--- config.mk ---
export PLATFORM = sky130hd
export DESIGN_NAME = lipsi_ctrl
export DESIGN_NICKNAME = d
export VERILOG_FILES = /design/src/rtl/lipsi_ctrl_pkg.sv /design/src/rtl/lipsi_ctrl_decode.sv /design/src/rtl/lipsi_ctrl.sv
export SDC_FILE = /design/constraint.sdc
export NUM_CORES = 1
export LEC_CHECK = 0
export BUFFER_PORTS_ARGS = -buffer_cell sky130_fd_sc_hd__buf_2
export CAP_MARGIN = 20
export CORE_MARGIN = 2
export CORE_UTILIZATION = 36
export CTS_CLUSTER_SIZE = 16
export DETAILED_ROUTE_END_ITERATION = 8
export PLACE_DENSITY = 0.64
export SKIP_CTS_REPAIR_TIMING = 1
export SYNTH_ARGS = -nofsm -noshare
export SYNTH_HDL_FRONTEND = slang
export SYNTH_SLANG_ARGS = --single-unit
export TNS_END_PERCENT = 1
--- constraint.sdc ---
create_clock -name clk -period 1.88 [get_ports clk]
set_input_delay 0.188 -clock clk [delete_from_list [all_inputs] [get_ports clk]]
set_output_delay 0.188 -clock clk [all_outputs]
set_load 0.02 [all_outputs]
--- src/rtl/lipsi_ctrl_pkg.sv ---
// Shared definitions for the Lipsi accumulator sequencer: state encoding,
// branch condition codes, reset defaults and the decoded-instruction record.
package lipsi_ctrl_pkg;

    localparam logic [7:0] RESET_PC_DEFAULT = 8'h10;
    localparam logic [7:0] REG_BASE_DEFAULT = 8'h00;

    typedef enum logic [2:0] {
        IDLE   = 3'd0,
        FETCH  = 3'd1,
        DECODE = 3'd2,
        OPND   = 3'd3,
        EXEC   = 3'd4,
        BRANCH = 3'd5,
        HALT   = 3'd6
    } state_t;

    localparam logic [1:0] CC_ALWAYS  = 2'b00;
    localparam logic [1:0] CC_ZERO    = 2'b01;
    localparam logic [1:0] CC_NONZERO = 2'b10;
    localparam logic [1:0] CC_NEVER   = 2'b11;

    typedef struct packed {
        logic       is_alu;
        logic       is_st;
        logic       is_alui;
        logic       is_br;
        logic       is_exit;
        logic       is_illegal;
        logic [2:0] fn;
        logic [3:0] r;
        logic [1:0] cc;
    } decode_t;

    // Resolve a branch condition code against the accumulator zero flag.
    function automatic logic branch_taken(input logic [1:0] cc, input logic zero);
        logic taken;
        case (cc)
            CC_ALWAYS:  taken = 1'b1;
            CC_ZERO:    taken = zero;
            CC_NONZERO: taken = ~zero;
            default:    taken = 1'b0;
        endcase
        return taken;
    endfunction

endpackage

--- src/rtl/lipsi_ctrl_decode.sv ---
// Combinational instruction-byte classifier for the Lipsi sequencer.
// The ALU function field is pre-selected: bits [6:4] for register ALU ops,
// bits [2:0] for the immediate form.
module lipsi_decode
    import lipsi_ctrl_pkg::*;
(
    input  logic [7:0] instr,
    output decode_t    dec
);

    // Classify the byte into exactly one instruction class; anything unmatched is illegal.
    always_comb begin
        dec    = '0;
        dec.fn = instr[7] ? instr[2:0] : instr[6:4];
        dec.r  = instr[3:0];
        dec.cc = instr[1:0];
        if (!instr[7]) begin
            dec.is_alu = 1'b1;
        end else if (instr[7:4] == 4'b1000) begin
            dec.is_st = 1'b1;
        end else if (instr[7:3] == 5'b11000) begin
            dec.is_alui = 1'b1;
        end else if (instr[7:2] == 6'b110100) begin
            dec.is_br = 1'b1;
        end else if (instr == 8'hFF) begin
            dec.is_exit = 1'b1;
        end else begin
            dec.is_illegal = 1'b1;
        end
    end

endmodule

--- src/rtl/lipsi_ctrl.sv ---
// Lipsi sequencer: fetches from a unified synchronous 256-byte memory, decodes
// and steps the accumulator datapath. One decoder is shared: it looks at the
// incoming memory byte during DECODE and at the latched ir in every other state,
// so mem_rdata only reaches the outputs in the DECODE cycle.
module lipsi_ctrl
    import lipsi_ctrl_pkg::*;
#(
    parameter logic [7:0] RESET_PC = RESET_PC_DEFAULT,
    parameter logic [7:0] REG_BASE = REG_BASE_DEFAULT
) (
    input  logic       clk,
    input  logic       reset,
    input  logic       start,
    input  logic [7:0] mem_rdata,
    input  logic       acc_zero,
    output logic [7:0] mem_addr,
    output logic       mem_we,
    output logic       acc_en,
    output logic [2:0] alu_fn,
    output logic [7:0] pc,
    output logic       busy,
    output logic       halted,
    output logic       illegal
);

    state_t     state;
    logic [7:0] ir;
    logic [7:0] dec_in;
    decode_t    dec;
    logic       taken;
    logic [7:0] reg_addr;

    assign dec_in   = (state == DECODE) ? mem_rdata : ir;
    assign taken    = branch_taken(dec.cc, acc_zero);
    assign reg_addr = REG_BASE + {4'h0, dec.r};

    lipsi_decode u_decode (
        .instr (dec_in),
        .dec   (dec)
    );

    // Sequencer state, program counter and instruction register; reset abandons any instruction.
    always_ff @(posedge clk) begin
        if (!reset) begin
            state <= IDLE;
            pc    <= RESET_PC;
            ir    <= 8'h00;
        end else begin
            case (state)
                IDLE: begin
                    if (start) state <= FETCH;
                end
                FETCH: begin
                    pc    <= pc + 8'd1;
                    state <= DECODE;
                end
                DECODE: begin
                    ir <= mem_rdata;
                    if (dec.is_alu) begin
                        state <= EXEC;
                    end else if (dec.is_st) begin
                        state <= FETCH;
                    end else if (dec.is_alui) begin
                        pc    <= pc + 8'd1;
                        state <= EXEC;
                    end else if (dec.is_br) begin
                        pc    <= pc + 8'd1;
                        state <= BRANCH;
                    end else if (dec.is_exit) begin
                        state <= HALT;
                    end else begin
                        state <= FETCH;
                    end
                end
                EXEC: begin
                    state <= FETCH;
                end
                BRANCH: begin
                    if (taken) pc <= mem_rdata;
                    state <= FETCH;
                end
                HALT: begin
                    state <= HALT;
                end
                default: begin
                    state <= IDLE;
                end
            endcase
        end
    end

    // Output decode from state and ir; write and load strobes are suppressed while reset is low.
    always_comb begin
        mem_addr = pc;
        mem_we   = 1'b0;
        acc_en   = 1'b0;
        alu_fn   = 3'd0;
        busy     = 1'b0;
        halted   = 1'b0;
        illegal  = 1'b0;
        case (state)
            FETCH: begin
                busy = 1'b1;
            end
            DECODE: begin
                busy    = 1'b1;
                illegal = dec.is_illegal;
                if (dec.is_alu || dec.is_st) mem_addr = reg_addr;
                mem_we  = reset & dec.is_st;
            end
            EXEC: begin
                busy   = 1'b1;
                acc_en = reset;
                alu_fn = dec.fn;
            end
            BRANCH: begin
                busy = 1'b1;
            end
            HALT: begin
                halted = 1'b1;
            end
            default: begin
                busy = 1'b0;
            end
        endcase
    end

endmodule

==> reports/metrics.cfg <==
[status]
status=finished with violations
violations_in_the_final_reports=setup timing

[power_and_ir_drop]
power.switching_fraction_pct=31.3
max-vdd-ir-drop_mv=0.231
comb_power_share_pct=23.7
p_sw_mw=0.268
clock_power_share_pct=25.8
power.share.sequential_pct=50.5
power.density_cell_area_mw_per_mm2=535
leakagePower_nw=0.670
cell_internal_pwr_mw=0.587

[worst_setup_path]
timing.critical_path.to_type=primary output
largest_fanout_on_the_critical_path=5
worst_setup_path_start_kind=flip-flop
critical_path_required_ps=1690
critical-path-slowest-cell=sky130_fd_sc_hd__mux2i_4
crit_chain=nor3b_4 > mux2i_4 > mux2_4 > nor2_4 > buf_6
critical_path_arrival_ps=1900
crit_path_max_incr_delay_ps=380
critical_path_class=flip-flop to primary output

[synth]
syn-cell-area_sq_mm=0.00122
synthMuxAreaShare_pct=13.1
synthXorXnorAreaFrac_pct=0.719
ys.flop_type=sky130_fd_sc_hd__dfxtp_1
synthesis.nets=164
synth_enable_flop_cells=0
postSynthCellCount=151
synthesis.area_per_instance_sq_um=8.07
synth_top_family_by_area=simple AND/OR/NAND/NOR gates
flip_flop_and_latch_count_after_synthesis=19
synthArstFlopShare_pct=0
synth.yosys.warnings=0
synth_simple_gate_area_share_pct=29.4
synth-seq-area-share_pct=31.2
post_synth_num_cell_types=46
synth_fa_ha_area_share_pct=1.03
synth_compound_gate_area_share_pct=20.1

[layout]
syn2layout_area_growth_pct=31.1
post-route-cell-area_sq_mm=0.00160
multiInputGateArea_sq_um=826
final_nets=211
antenna_diodes=0
final_layout_size_suffix_gt1_share_pct=37.6
mostFrequentLayoutCells=sky130_fd_sc_hd__buf_2 (33), sky130_fd_sc_hd__nor2_1 (20), sky130_fd_sc_hd__nand2_1 (17), sky130_fd_sc_hd__dfxtp_1 (17), sky130_fd_sc_hd__buf_4 (13)
sequential_standard_cell_area_sq_um=383
fill_cells=334
mostFrequentLayoutCell=sky130_fd_sc_hd__buf_2

[sta]
period_minus_slack_ps=2090
fin_worst_skew_ps=5.34
fin_setup_tns_ps=-895
worst_slew_margin_rel_pct=65.8
tightest_slew_ps=511
worst_slack_setup_final_ps=-208
rsz0062_at_grt=true
highest_clock_rate_mhz=479
hold_viol=0
maxSlewViolCount=0
setup_viol_count_final=7
share_of_the_clock_period_used_by_the_worst_path_pct=111

[global_route]
grt_pass1_vias=1176
globalRoute.totalOverflow=0
antenna_found_initial=0
grt_pass1_wl_mm=5.49
grt_max_degree=14
gr-usage-all-layers_pct=17.8

[detailed_routing]
routed_wl_mm=3.34
postRouteAntennaNets=0
wl_per_cell_microns=13.7
drt_pass1_iterations=4
post_drt_via_cell_ratio=5.40
routed_via_count=1312
dr.first_iter.drc_count=76
route.detailed.drc=0

[clock_tree]
path_clk_slew_ps=120
ctsLongestPathBuffers=2
cts_made_buffers=3
level_count_of_the_clock_h_tree=1
clkLatencyLatePin_ps=310
cts_tree=yes
tritoncts_num_sinks=19
clk_root_buffer_cell=sky130_fd_sc_hd__clkbuf_4

[die]
initial_core_utilization_pct=37.1
chipWidth_microns=62.2
floorplan.io_pins=36
total_die_area_sq_mm=0.00387
core_area_sq_mm=0.00328
floorplan.die.height_microns=62.2
rows=21

[placed_design]
port_buffers=35
gp_congestion=0.863
detailed_place_hpwl_mm=2.49
detailed_place.area_sq_mm=0.00146

[flow_run]
max-cap-violations=0

[hold_path]
hold_path_class=primary input to flip-flop

-- worst max-delay path, delay by kind of cell (launching register included) --
family | cells | cell delay, ps
multiplexers | 2 | 720
AND/OR/NAND/NOR | 2 | 390
flip-flops | 1 | 360
buffers and inverters | 1 | 120
-- through the flow --
stage / power [mW] / utilization, % / setup slack [ps] / hold slack (ps) / std cells
after floorplan: 0.555 / - / -73.3 / 264 / 151
after global placement: 0.616 / 44.6 / 128 / 451 / 232
after detailed placement: 0.618 / 44.6 / 112 / 448 / 232
after CTS: 0.838 / 45.4 / -258 / 122 / 236
after global routing: 0.899 / 48.6 / -306 / 123 / 243
final: 0.855 / 48.6 / -208 / 121 / 243
-- synth_stat cells (2+ instances only) --
master | number | area (sq um)
sky130_fd_sc_hd__nor2_1 | 22 | 82.6
sky130_fd_sc_hd__dfxtp_1 | 19 | 380
sky130_fd_sc_hd__nand2_1 | 18 | 67.6
sky130_fd_sc_hd__a21oi_1 | 11 | 55.1
sky130_fd_sc_hd__mux2_2 | 8 | 90.1
sky130_fd_sc_hd__mux2i_1 | 7 | 70.1
sky130_fd_sc_hd__and2_1 | 5 | 31.3
sky130_fd_sc_hd__nand3_1 | 4 | 20.0
sky130_fd_sc_hd__nor3_1 | 4 | 20.0
sky130_fd_sc_hd__o21ai_0 | 4 | 20.0
sky130_fd_sc_hd__nand4_1 | 3 | 18.8
sky130_fd_sc_hd__o32ai_1 | 3 | 26.3
sky130_fd_sc_hd__a311oi_1 | 2 | 17.5
sky130_fd_sc_hd__a31oi_1 | 2 | 12.5
sky130_fd_sc_hd__and3_1 | 2 | 12.5
sky130_fd_sc_hd__buf_6 | 2 | 22.5
sky130_fd_sc_hd__clkbuf_1 | 2 | 7.51
sky130_fd_sc_hd__nand2b_1 | 2 | 12.5
sky130_fd_sc_hd__nand3b_1 | 2 | 15.0
sky130_fd_sc_hd__o21a_1 | 2 | 15.0
sky130_fd_sc_hd__or2_2 | 2 | 12.5
-- logic make-up (layout without fill, tap and decap cells) --
kind of cell | count (synthesis) | after routing
fa+ha+maj | 1 | 1
flops | 19 | 19
mux | 15 | 15
buf+inv | 9 | 55
xor+xnor | 1 | 1
simple gates | 70 | 70
compound gates | 36 | 36
-- per-layer routing --
metal / global-route usage [%] / up-vias / share of wire, %
met1: 22.7 / 608 / 44
li1: - / 651 / -
met4: 11.7 / 0 / 3.1
met5: 0 / - / 0
met3: 2.54 / 6 / 4.0
met2: 28.3 / 47 / 48
-- final timing paths --
check                         from                    end  slack (ps)  cells past startpoint
min                          reset     pc[4]$_SDFFE_PN1P_         120                      2
max          state[0]$_SDFFE_PN0P_              alu_fn[0]        -210                      5
max reg2reg  state[0]$_SDFFE_PN0P_  state[0]$_SDFFE_PN0P_         160                      7
min reg2reg     pc[6]$_SDFFE_PN0P_     pc[6]$_SDFFE_PN0P_         520                      2
-- cell type report --
type                            count  share of cell area, %
Timing Repair Buffer               49                   18.6
Inverter                            2                  0.470
Tap cell                           46                   3.60
Sequential cell                    19                   24.0
Clock buffer                        3                   1.41
Multi-Input combinational cell    123                   51.7
Clock inverter                      1                  0.313
-- flip-flops by register name (all words and copies together) (netlist names) --
name / cells
ir: 8
pc: 8
state: 3
-- power groups by stage --
stage	combinational, mW	clock, mW	sequential [mW]
after global placement	0.178	0	0.438
final	0.203	0.221	0.431
after floorplan	0.115	0	0.440
after detailed placement	0.178	0	0.439
after CTS	0.179	0.229	0.430
after global routing	0.220	0.245	0.433
(Power assumes the default switching activity.)
